`src/rtl/iccm_controller_if.sv`:
```
// Bus between the fetch/loader requester, the ICCM controller and the SRAM macro.
// The controller uses the slave view; the requester/SRAM side uses the master view.
interface iccm_controller_if #(
  parameter int ADDR_WIDTH = 11,
  parameter int DATA_WIDTH = 32
);
  logic                  cntlr_rd;
  logic [ADDR_WIDTH-1:0] cntlr_raddr;
  logic [DATA_WIDTH-1:0] cntlr_rd_data;
  logic                  cntlr_rd_valid;
  logic                  cntlr_wr;
  logic [ADDR_WIDTH-1:0] cntlr_waddr;
  logic [DATA_WIDTH-1:0] cntlr_wr_data;
  logic                  mem_rd;
  logic [ADDR_WIDTH-1:0] mem_rd_addr;
  logic [DATA_WIDTH-1:0] mem_rd_data;
  logic                  mem_wr;
  logic [ADDR_WIDTH-1:0] mem_wr_addr;
  logic [DATA_WIDTH-1:0] mem_wr_data;

  modport slave (
    input  cntlr_rd, cntlr_raddr, cntlr_wr, cntlr_waddr, cntlr_wr_data, mem_rd_data,
    output cntlr_rd_data, cntlr_rd_valid, mem_rd, mem_rd_addr, mem_wr, mem_wr_addr, mem_wr_data
  );

  modport master (
    output cntlr_rd, cntlr_raddr, cntlr_wr, cntlr_waddr, cntlr_wr_data, mem_rd_data,
    input  cntlr_rd_data, cntlr_rd_valid, mem_rd, mem_rd_addr, mem_wr, mem_wr_addr, mem_wr_data
  );
endinterface

```
`src/rtl/iccm_controller.sv`:
```
// Pipelined ICCM access controller: one-stage write path, two-stage read path.
// Optional macro ICCM_RAW_BYPASS_EN forwards same-edge write data to a colliding read.
module iccm_controller #(
  parameter int ADDR_WIDTH = 11,
  parameter int DATA_WIDTH = 32
) (
  input logic              clk,
  input logic              rst_n,
  iccm_controller_if.slave bus
);

  logic                  mem_rd_q, mem_rd_d;
  logic [ADDR_WIDTH-1:0] mem_rd_addr_q, mem_rd_addr_d;
  logic                  mem_wr_q, mem_wr_d;
  logic [ADDR_WIDTH-1:0] mem_wr_addr_q, mem_wr_addr_d;
  logic [DATA_WIDTH-1:0] mem_wr_data_q, mem_wr_data_d;
  logic [DATA_WIDTH-1:0] rd_data_q, rd_data_d;
  logic                  rd_valid_q, rd_valid_d;

`ifdef ICCM_RAW_BYPASS_EN
  logic raw_hit_q, raw_hit_d;
`endif

  always_comb begin
    mem_rd_d      = bus.cntlr_rd;
    mem_rd_addr_d = mem_rd_addr_q;
    mem_wr_d      = bus.cntlr_wr;
    mem_wr_addr_d = mem_wr_addr_q;
    mem_wr_data_d = mem_wr_data_q;
    rd_valid_d    = mem_rd_q;
    rd_data_d     = rd_data_q;
    if (bus.cntlr_rd) mem_rd_addr_d = bus.cntlr_raddr;
    if (bus.cntlr_wr) begin
      mem_wr_addr_d = bus.cntlr_waddr;
      mem_wr_data_d = bus.cntlr_wr_data;
    end
`ifdef ICCM_RAW_BYPASS_EN
    raw_hit_d = bus.cntlr_rd && bus.cntlr_wr && (bus.cntlr_raddr == bus.cntlr_waddr);
    // On a hit the registered write data is the forwarded value; the SRAM has not committed it yet.
    if (mem_rd_q) rd_data_d = raw_hit_q ? mem_wr_data_q : bus.mem_rd_data;
`else
    if (mem_rd_q) rd_data_d = bus.mem_rd_data;
`endif
  end

  always_ff @(posedge clk) begin
    if (!rst_n) begin
      mem_rd_q      <= 1'b0;
      mem_rd_addr_q <= '0;
      mem_wr_q      <= 1'b0;
      mem_wr_addr_q <= '0;
      mem_wr_data_q <= '0;
      rd_data_q     <= '0;
      rd_valid_q    <= 1'b0;
`ifdef ICCM_RAW_BYPASS_EN
      raw_hit_q     <= 1'b0;
`endif
    end else begin
      mem_rd_q      <= mem_rd_d;
      mem_rd_addr_q <= mem_rd_addr_d;
      mem_wr_q      <= mem_wr_d;
      mem_wr_addr_q <= mem_wr_addr_d;
      mem_wr_data_q <= mem_wr_data_d;
      rd_data_q     <= rd_data_d;
      rd_valid_q    <= rd_valid_d;
`ifdef ICCM_RAW_BYPASS_EN
      raw_hit_q     <= raw_hit_d;
`endif
    end
  end

  assign bus.mem_rd         = mem_rd_q;
  assign bus.mem_rd_addr    = mem_rd_addr_q;
  assign bus.mem_wr         = mem_wr_q;
  assign bus.mem_wr_addr    = mem_wr_addr_q;
  assign bus.mem_wr_data    = mem_wr_data_q;
  assign bus.cntlr_rd_data  = rd_data_q;
  assign bus.cntlr_rd_valid = rd_valid_q;

endmodule

```
`src/flat_wrapper.sv`:
```
// flat-port wrapper written by rule: the top's interface ports become plain ports
module iccm_controller_flat 
#(
  parameter int ADDR_WIDTH = 11,
  parameter int DATA_WIDTH = 32
)
  (clk, rst_n, bus_cntlr_rd, bus_cntlr_raddr, bus_cntlr_wr, bus_cntlr_waddr, bus_cntlr_wr_data, bus_mem_rd_data, bus_cntlr_rd_data, bus_cntlr_rd_valid, bus_mem_rd, bus_mem_rd_addr, bus_mem_wr, bus_mem_wr_addr, bus_mem_wr_data);
  iccm_controller_if #(.ADDR_WIDTH(ADDR_WIDTH), .DATA_WIDTH(DATA_WIDTH)) bus_i ();
  input logic clk;
  input logic rst_n;
  input wire logic [$bits(bus_i.cntlr_rd)-1:0] bus_cntlr_rd;
  input wire logic [$bits(bus_i.cntlr_raddr)-1:0] bus_cntlr_raddr;
  input wire logic [$bits(bus_i.cntlr_wr)-1:0] bus_cntlr_wr;
  input wire logic [$bits(bus_i.cntlr_waddr)-1:0] bus_cntlr_waddr;
  input wire logic [$bits(bus_i.cntlr_wr_data)-1:0] bus_cntlr_wr_data;
  input wire logic [$bits(bus_i.mem_rd_data)-1:0] bus_mem_rd_data;
  output wire logic [$bits(bus_i.cntlr_rd_data)-1:0] bus_cntlr_rd_data;
  output wire logic [$bits(bus_i.cntlr_rd_valid)-1:0] bus_cntlr_rd_valid;
  output wire logic [$bits(bus_i.mem_rd)-1:0] bus_mem_rd;
  output wire logic [$bits(bus_i.mem_rd_addr)-1:0] bus_mem_rd_addr;
  output wire logic [$bits(bus_i.mem_wr)-1:0] bus_mem_wr;
  output wire logic [$bits(bus_i.mem_wr_addr)-1:0] bus_mem_wr_addr;
  output wire logic [$bits(bus_i.mem_wr_data)-1:0] bus_mem_wr_data;
  assign bus_i.cntlr_rd = bus_cntlr_rd;
  assign bus_i.cntlr_raddr = bus_cntlr_raddr;
  assign bus_i.cntlr_wr = bus_cntlr_wr;
  assign bus_i.cntlr_waddr = bus_cntlr_waddr;
  assign bus_i.cntlr_wr_data = bus_cntlr_wr_data;
  assign bus_i.mem_rd_data = bus_mem_rd_data;
  assign bus_cntlr_rd_data = bus_i.cntlr_rd_data;
  assign bus_cntlr_rd_valid = bus_i.cntlr_rd_valid;
  assign bus_mem_rd = bus_i.mem_rd;
  assign bus_mem_rd_addr = bus_i.mem_rd_addr;
  assign bus_mem_wr = bus_i.mem_wr;
  assign bus_mem_wr_addr = bus_i.mem_wr_addr;
  assign bus_mem_wr_data = bus_i.mem_wr_data;
  iccm_controller #(.ADDR_WIDTH(ADDR_WIDTH), .DATA_WIDTH(DATA_WIDTH)) u_core (.clk(clk), .rst_n(rst_n), .bus(bus_i));
endmodule
```
`config.mk`:
```
export PLATFORM = sky130hd
export DESIGN_NAME = iccm_controller_flat
export DESIGN_NICKNAME = d
export VERILOG_FILES = /design/src/rtl/iccm_controller_if.sv /design/src/rtl/iccm_controller.sv /design/src/flat_wrapper.sv
export SDC_FILE = /design/constraint.sdc
export NUM_CORES = 1
export LEC_CHECK = 0
export CORE_ASPECT_RATIO = 1.25
export CORE_UTILIZATION = 35
export DETAILED_ROUTE_END_ITERATION = 16
export GPL_ROUTABILITY_DRIVEN = 0
export PLACE_DENSITY = 0.76
export RECOVER_POWER = 100
export REMOVE_ABC_BUFFERS = 1
export SYNTH_ARGS = -nofsm -noshare
export SYNTH_HDL_FRONTEND = slang
export SYNTH_SLANG_ARGS = --single-unit
```
`constraint.sdc`:
```
create_clock -name clk -period 0.9 [get_ports clk]
set_input_delay 0.18 -clock clk [delete_from_list [all_inputs] [get_ports clk]]
set_output_delay 0.18 -clock clk [all_outputs]
set_load 0.02 [all_outputs]
```
* Yosys cells after proc, flatten, opt, wreduce, memory -nomap -nowiden
Index checks and enable logic that the tools add are counted.
Storage, ports and cells: register bits 89, input port bits 90, word-level logic and storage cells 7, output and inout bits 89

* Logic depth before layout (Yosys ltp)
Gate-level depths: netlist (run 1).
word-level depth 0, depth in mapped cells 4, mapped depth without buffers 2

* Least setup slack after synthesis (run 1)
Ideal clock, no wire load.
path kind register to register, start register u_core.mem_rd_q (netlist: u_core.bus.mem_rd), end register u_core.rd_data_q[20] (netlist: u_core.bus.cntlr_rd_data[20]), setup slack -0.200 ns, cell stages (with the launch flop) 5, setup time 0.116 ns, clock period less this slack 1.100 ns, data arrival time 0.984 ns, required time 0.784 ns, buffers on the path 2, cell sequence dfxtp_1 -> buf_6 -> buf_6 -> mux2i_1 -> nor2b_1
RTL lines:
- from (decl) | line iccm_controller.sv:12 | logic mem_rd_q, mem_rd_d;
- from (signal assigned) | line iccm_controller.sv:59 | mem_rd_q <= mem_rd_d;
- to (signal assigned) | line iccm_controller.sv:64 | rd_data_q <= rd_data_d;
- to (decl) | line iccm_controller.sv:17 | logic [DATA_WIDTH-1:0] rd_data_q, rd_data_d;

* Final worst setup path (run 1)
start register u_core.mem_rd_q (netlist: u_core.bus.mem_rd), end output bus_mem_rd
RTL lines:
- to (decl) | line flat_wrapper.sv:19 | output wire logic [$bits(bus_i.mem_rd)-1:0] bus_mem_rd;
No word-level cell between the ends.

==> results of run 1 <==
## kinds of logic after synthesis
family,count (synthesis)
buf+inv,19
flops,89
simple gates,89
mux,86
## stage by stage
stage	power, mW	cell area [um^2]	setup slack (ns)	setup TNS (ns)
after floorplan	5.02	3200	-0.960	-32.21
after global placement	6.06	5290	-0.298	-26.24
after detailed placement	6.09	5290	-0.346	-27.74
after CTS	10.0	5890	-0.173	-9.69
after global routing	10.3	5940	-0.208	-13.09
final	9.91	5940	-0.158	-8.82
## worst paths after layout
check / cells past startpoint / to / slack, ns
worst max-delay path: 1 / bus_mem_rd / -0.16
worst min-delay path: 2 / u_core.bus.mem_rd_addr[1]$_SDFFE_PN0P_ / 0.22
worst max register to register: 4 / u_core.bus.cntlr_rd_data[18]$_SDFFE_PN0P_ / -0.15
worst min register to register: 2 / u_core.bus.cntlr_rd_data[27]$_SDFFE_PN0P_ / 0.52
## report_power, final
group	switching, mW	internal, mW
combinational	0.720	1.12
sequential	0.157	4.20
clock	1.44	2.28
## what timing repair did
action / CTS / global route
buffers inserted: 6 / 4
setup endpoints to repair: 121 / 131
gates resized for setup: 624 / 8
hold endpoints to repair: 0 / 0
gates cloned: 1 / 3
## synth_stat cells, drive strengths merged
library cell  instances
buf                  12
dfxtp                89
and2                  3
clkbuf                7
mux2i                86
nor2b                86
## sequential cells by signal (all words and copies together), names as in the netlist
register	flops
u_core.bus.mem_wr_data	32
u_core.bus.cntlr_rd_valid	1
u_core.bus.mem_wr	1
u_core.bus.mem_rd	1
u_core.bus.mem_rd_addr	11
u_core.bus.cntlr_rd_data	32
u_core.bus.mem_wr_addr	11
## per-layer routing
metal | global-route usage | vias up | routed length, um | part of all wire
met5 | 0 | - | 0 | 0
met4 | 0.0731 | 0 | 170 | 0.019
met3 | 0.0352 | 14 | 456 | 0.052
met2 | 0.300 | 101 | 4620 | 0.53
met1 | 0.197 | 1212 | 3550 | 0.40
li1 | - | 1325 | - | -
## final cells by class
cell class,count,area (um^2)
clock inverter,3,40.0
timing repair buffer,204,2190
sequential,89,1870
tap,123,154
multi-input combinational,175,1430
clock buffer,12,256
fill,707,3330
==> run metrics, run 1 <==
detailed-route via count=about 2700; Tcrit/Tclk final=1.18; hold slack=between 0.2 and 0.25 ns; Overflow after GRT=0; die height=~110 um; CP startpoint=u_core.bus.mem_rd$_SDFF_PN0_; maximum vdd drop=about 1.2 mV; DRC viols=0; Synth area leader=dfxtp_1; power density over cell area=between 1500 and 2000 mW/mm^2; largest net degree at the start of global routing=39; Max Slew Vio Count=0; post-detail-place hpwl=5970 um; Clock transition at path regs=about 0.060 ns; CORE AREA=0.00927 mm^2; final hold violations=0; Synth Area in XOR/XNOR=0; HP Class=in -> reg; Layout Skew=approximately 0.0032 ns; post-synthesis sequential area ratio=0.524; share of layout cells above drive strength 1=0.424; crit-path cells=buf_2; Initial Util=0.367; CTS tree=built; Nets=between 500 and 600; hold path start=rst_n; Crit. End Element=output pin; WP data required=a little over 0.7 ns; largest cells by area after synthesis=dfxtp_1, mux2i_1, nor2b_1; worst-case clock buffer depth=2; max-cap viol count=0; CTS sink count=between 80 and 90; worst slew pin tran=approximately 0.42 ns; hold buffer count at cts=0; Synth top area share=0.524; failing checks=negative setup slack; outcome=finished with violations; CP startpoint kind=flip-flop; H-tree depth=3; CP peak stage delay=0.38 ns; Post-Synth Simple-Gate Area=0.164; Core Util, Final=0.641; vias in the first global route=2650; vias per cell=around 4.4; Setup WS post-layout=-0.158 ns; Slew HR=0.719; Die W=90.2 um; Tot GR Track Use=0.169; RSZ-0062 raised after global routing=yes; Num CTS Buffers=9; Seq cells post-synth=89; area delta synth->final=74.8%; CP Max Fanout=3; r2r startpoint=u_core.bus.mem_rd$_SDFF_PN0_; CP Buf/Inv Count=1; Top Family by Delay on Critical Path=flip-flops; Finished Layout Cells=approximately 610; CTS Root Cell=clkbuf_16; commonest non-fill, non-tap cell in the layout=buf_6; Min Clock Period, post-route=between 1 and 1.5 ns; most frequent cells in the layout=buf_6, nor2b_1, clkdlybuf4s50_1; Worst-Skew Late Latency=0.33 ns; mux cell area share after synthesis=0.253; synth unique cells=9; Final ANT Viol Nets=0; port bufs=about 180; global-route wire length before repair=~14000 um; critical path's slowest cell=dfxtp_4; # IOs=between 150 and 200; final number of setup-violating endpoints=approximately 120; wire length per cell=~15 um; antenna violations before repair=0; WP data arrival=0.88 ns; # rows=39; Yosys warning count=0; DRT Pass-1 Iters=4; wirelength, routed=about 8800 um; Cells after Synth=around 280; Mapped Avg Cell Area=approximately 12 um^2; fmax=~950 MHz; Mapped Area=roughly 0.0034 mm^2; # diodes=0; Synth Area in Adders=0; Die Area=0.0101 mm^2; complex-gate fraction of the synthesized area=0; Crit Path Category=reg -> out; DR iter-0 viols=60; leakage power=between 2 and 3 nW; largest family of logic cells by synthesized area=multiplexers; Placed Instances=approximately 580
Power figures use the tool's default switching activity.
==> run 2, diff against run 1 <==
--- a/config.mk
+++ b/config.mk
@@ -6,10 +6,12 @@
 export NUM_CORES = 1
 export LEC_CHECK = 0
 export CORE_ASPECT_RATIO = 1.25
+export CORE_MARGIN = 2
 export CORE_UTILIZATION = 35
 export DETAILED_ROUTE_END_ITERATION = 16
 export GPL_ROUTABILITY_DRIVEN = 0
-export PLACE_DENSITY = 0.76
+export MAX_ROUTING_LAYER = met4
+export PLACE_DENSITY = 0.75
 export RECOVER_POWER = 100
 export REMOVE_ABC_BUFFERS = 1
 export SYNTH_ARGS = -nofsm -noshare
==> run 2 against run 1 <==
The run still ends with negative setup slack left. Routed wire length down 1.0%. Register-to-register slack improved by 0.02 ns. Global-route usage decreased by 0.47 points. Total power fell by 3.8%. Core utilization down 2.0 points. Clock skew increased by 0.0020 ns. Non-clock buffer count is 3 lower. Sequential power about the same. Combinational power hardly changed. Clock-buffer cell count is 2 higher. Sequential share of layout area grew 0.33 points. Critical path type is now reg -> reg.
==> run metrics, run 2 (synthesis gave the netlist of run 1 again) <==
outcome=finished with violations; failing checks=negative setup slack; area delta synth->final=73.6%; CTS Root Cell=clkbuf_16; Crit Path Category=reg -> reg; Finished Layout Cells=between 600 and 700; r2r startpoint=u_core.bus.mem_rd$_SDFF_PN0_; Setup WS post-layout=-0.128 ns; detailed-route via count=2651; CP startpoint kind=flip-flop; hold buffer count at cts=0; Worst Hold Path Cells=2; WP data required=1.11 ns; post-detail-place hpwl=between 6000 and 7000 um; die height=114 um; most frequent cells in the layout=buf_6, nor2b_1, clkdlybuf4s50_1; hold path start=rst_n; # IOs=179; Max Slew Vio Count=0; H-tree depth=3; global-route wire length before repair=13300 um; vias per cell=between 4 and 5; crit-path cells=buf_12 > clkbuf_16 > mux2i_1 > nor2b_1; leakage power=2.52 nW; Overflow after GRT=0; CP startpoint=u_core.bus.mem_rd$_SDFF_PN0_; Placed Instances=roughly 580; DRC viols=0; DR iter-0 viols=63; CP Max Fanout=11; Levels on crit path=4; Crit. End Element=flip-flop; Core Util, Final=0.621; CORE AREA=about 0.0095 mm^2; Die W=about 92 um; critical path's slowest cell=dfxtp_4; CTS tree=built; Nets=566; Tot GR Track Use=0.164; R2R Setup Slk=-0.13 ns; Worst-Skew Late Latency=0.32 ns; antenna violations before repair=0; Initial Util=0.357; vias in the first global route=between 2000 and 3000; RSZ-0062 raised after global routing=yes; Slew HR=0.776; commonest non-fill, non-tap cell in the layout=buf_6; # rows=40; worst slew pin tran=about 0.34 ns; total power=around 9.5 mW; WP data arrival=roughly 1.2 ns; DRT Pass-1 Iters=3; final number of setup-violating endpoints=about 120; # diodes=0; wire length per cell=about 14 um; Top Family by Delay on Critical Path=flip-flops; port bufs=~180; Final ANT Viol Nets=0; R2R depth=4; final hold violations=0; max-cap viol count=0; fmax=973 MHz; Num CTS Buffers=9; power density over cell area=between 1500 and 2000 mW/mm^2; largest net degree at the start of global routing=34; hold slack=0.248 ns; Min Clock Period, post-route=roughly 1.0 ns; CP Buf/Inv Count=2; Layout Skew=just over 0.005 ns; CP peak stage delay=0.37 ns; Clock transition at path regs=~0.060 ns; maximum vdd drop=between 1 and 1.5 mV; share of layout cells above drive strength 1=0.426; Die Area=0.0105 mm^2; Tcrit/Tclk final=1.14; wirelength, routed=8700 um; worst-case clock buffer depth=2; HP Class=in -> reg; CTS sink count=89
run 2: through the flow:
| stage | setup WS, ns | setup TNS (ns) | cell area [um^2] |
|---|---|---|---|
| 2_1_floorplan | -0.960 | -32.21 | 3200 |
| 3_3_place_gp | -0.305 | -25.35 | 5280 |
| 3_5_place_dp | -0.334 | -26.84 | 5280 |
| 4_1_cts | -0.100 | -7.43 | 5810 |
| 5_1_grt | -0.160 | -11.85 | 5900 |
| 6_report | -0.128 | -7.37 | 5900 |
run 2: final timing paths:
| check | end |
|---|---|
| worst max-delay path | u_core.bus.cntlr_rd_data[29]$_SDFFE_PN0P_ |
| worst max register to register | u_core.bus.cntlr_rd_data[29]$_SDFFE_PN0P_ |
| worst min-delay path | u_core.bus.mem_rd_addr[10]$_SDFFE_PN0P_ |
| worst min register to register | u_core.bus.cntlr_rd_data[9]$_SDFFE_PN0P_ |
run 2: per-layer routing:
metal / up-vias / track usage / wire, um
met4: 0 / 0.0836 / 249
met2: 102 / 0.282 / 4580
met1: 1215 / 0.182 / 3420
met5: - / - / 0
li1: 1315 / - / -
met3: 19 / 0.0316 / 450
run 2: layout make-up:
type / count / area [um^2]
well taps: 126 / 158
multi-input cells: 175 / 1430
clock buffers: 14 / 264
flip-flops and latches: 89 / 1880
fillers: 747 / 3610
repair buffers: 201 / 2170
run 2: power breakdown:
part	switching, mW	leakage (nW)	internal (mW)	total, mW
Combinational	0.721	1.63	1.11	1.83
Sequential	0.151	0.762	4.20	4.35
Clock	1.36	0.129	1.99	3.35
Total	2.23	2.52	7.31	9.53
run 2: repair_timing:
item | CTS | global route
gates resized for setup | 626 | 4
gates cloned | 0 | 3
buffers inserted | 5 | 4
setup endpoints to repair | 121 | 129
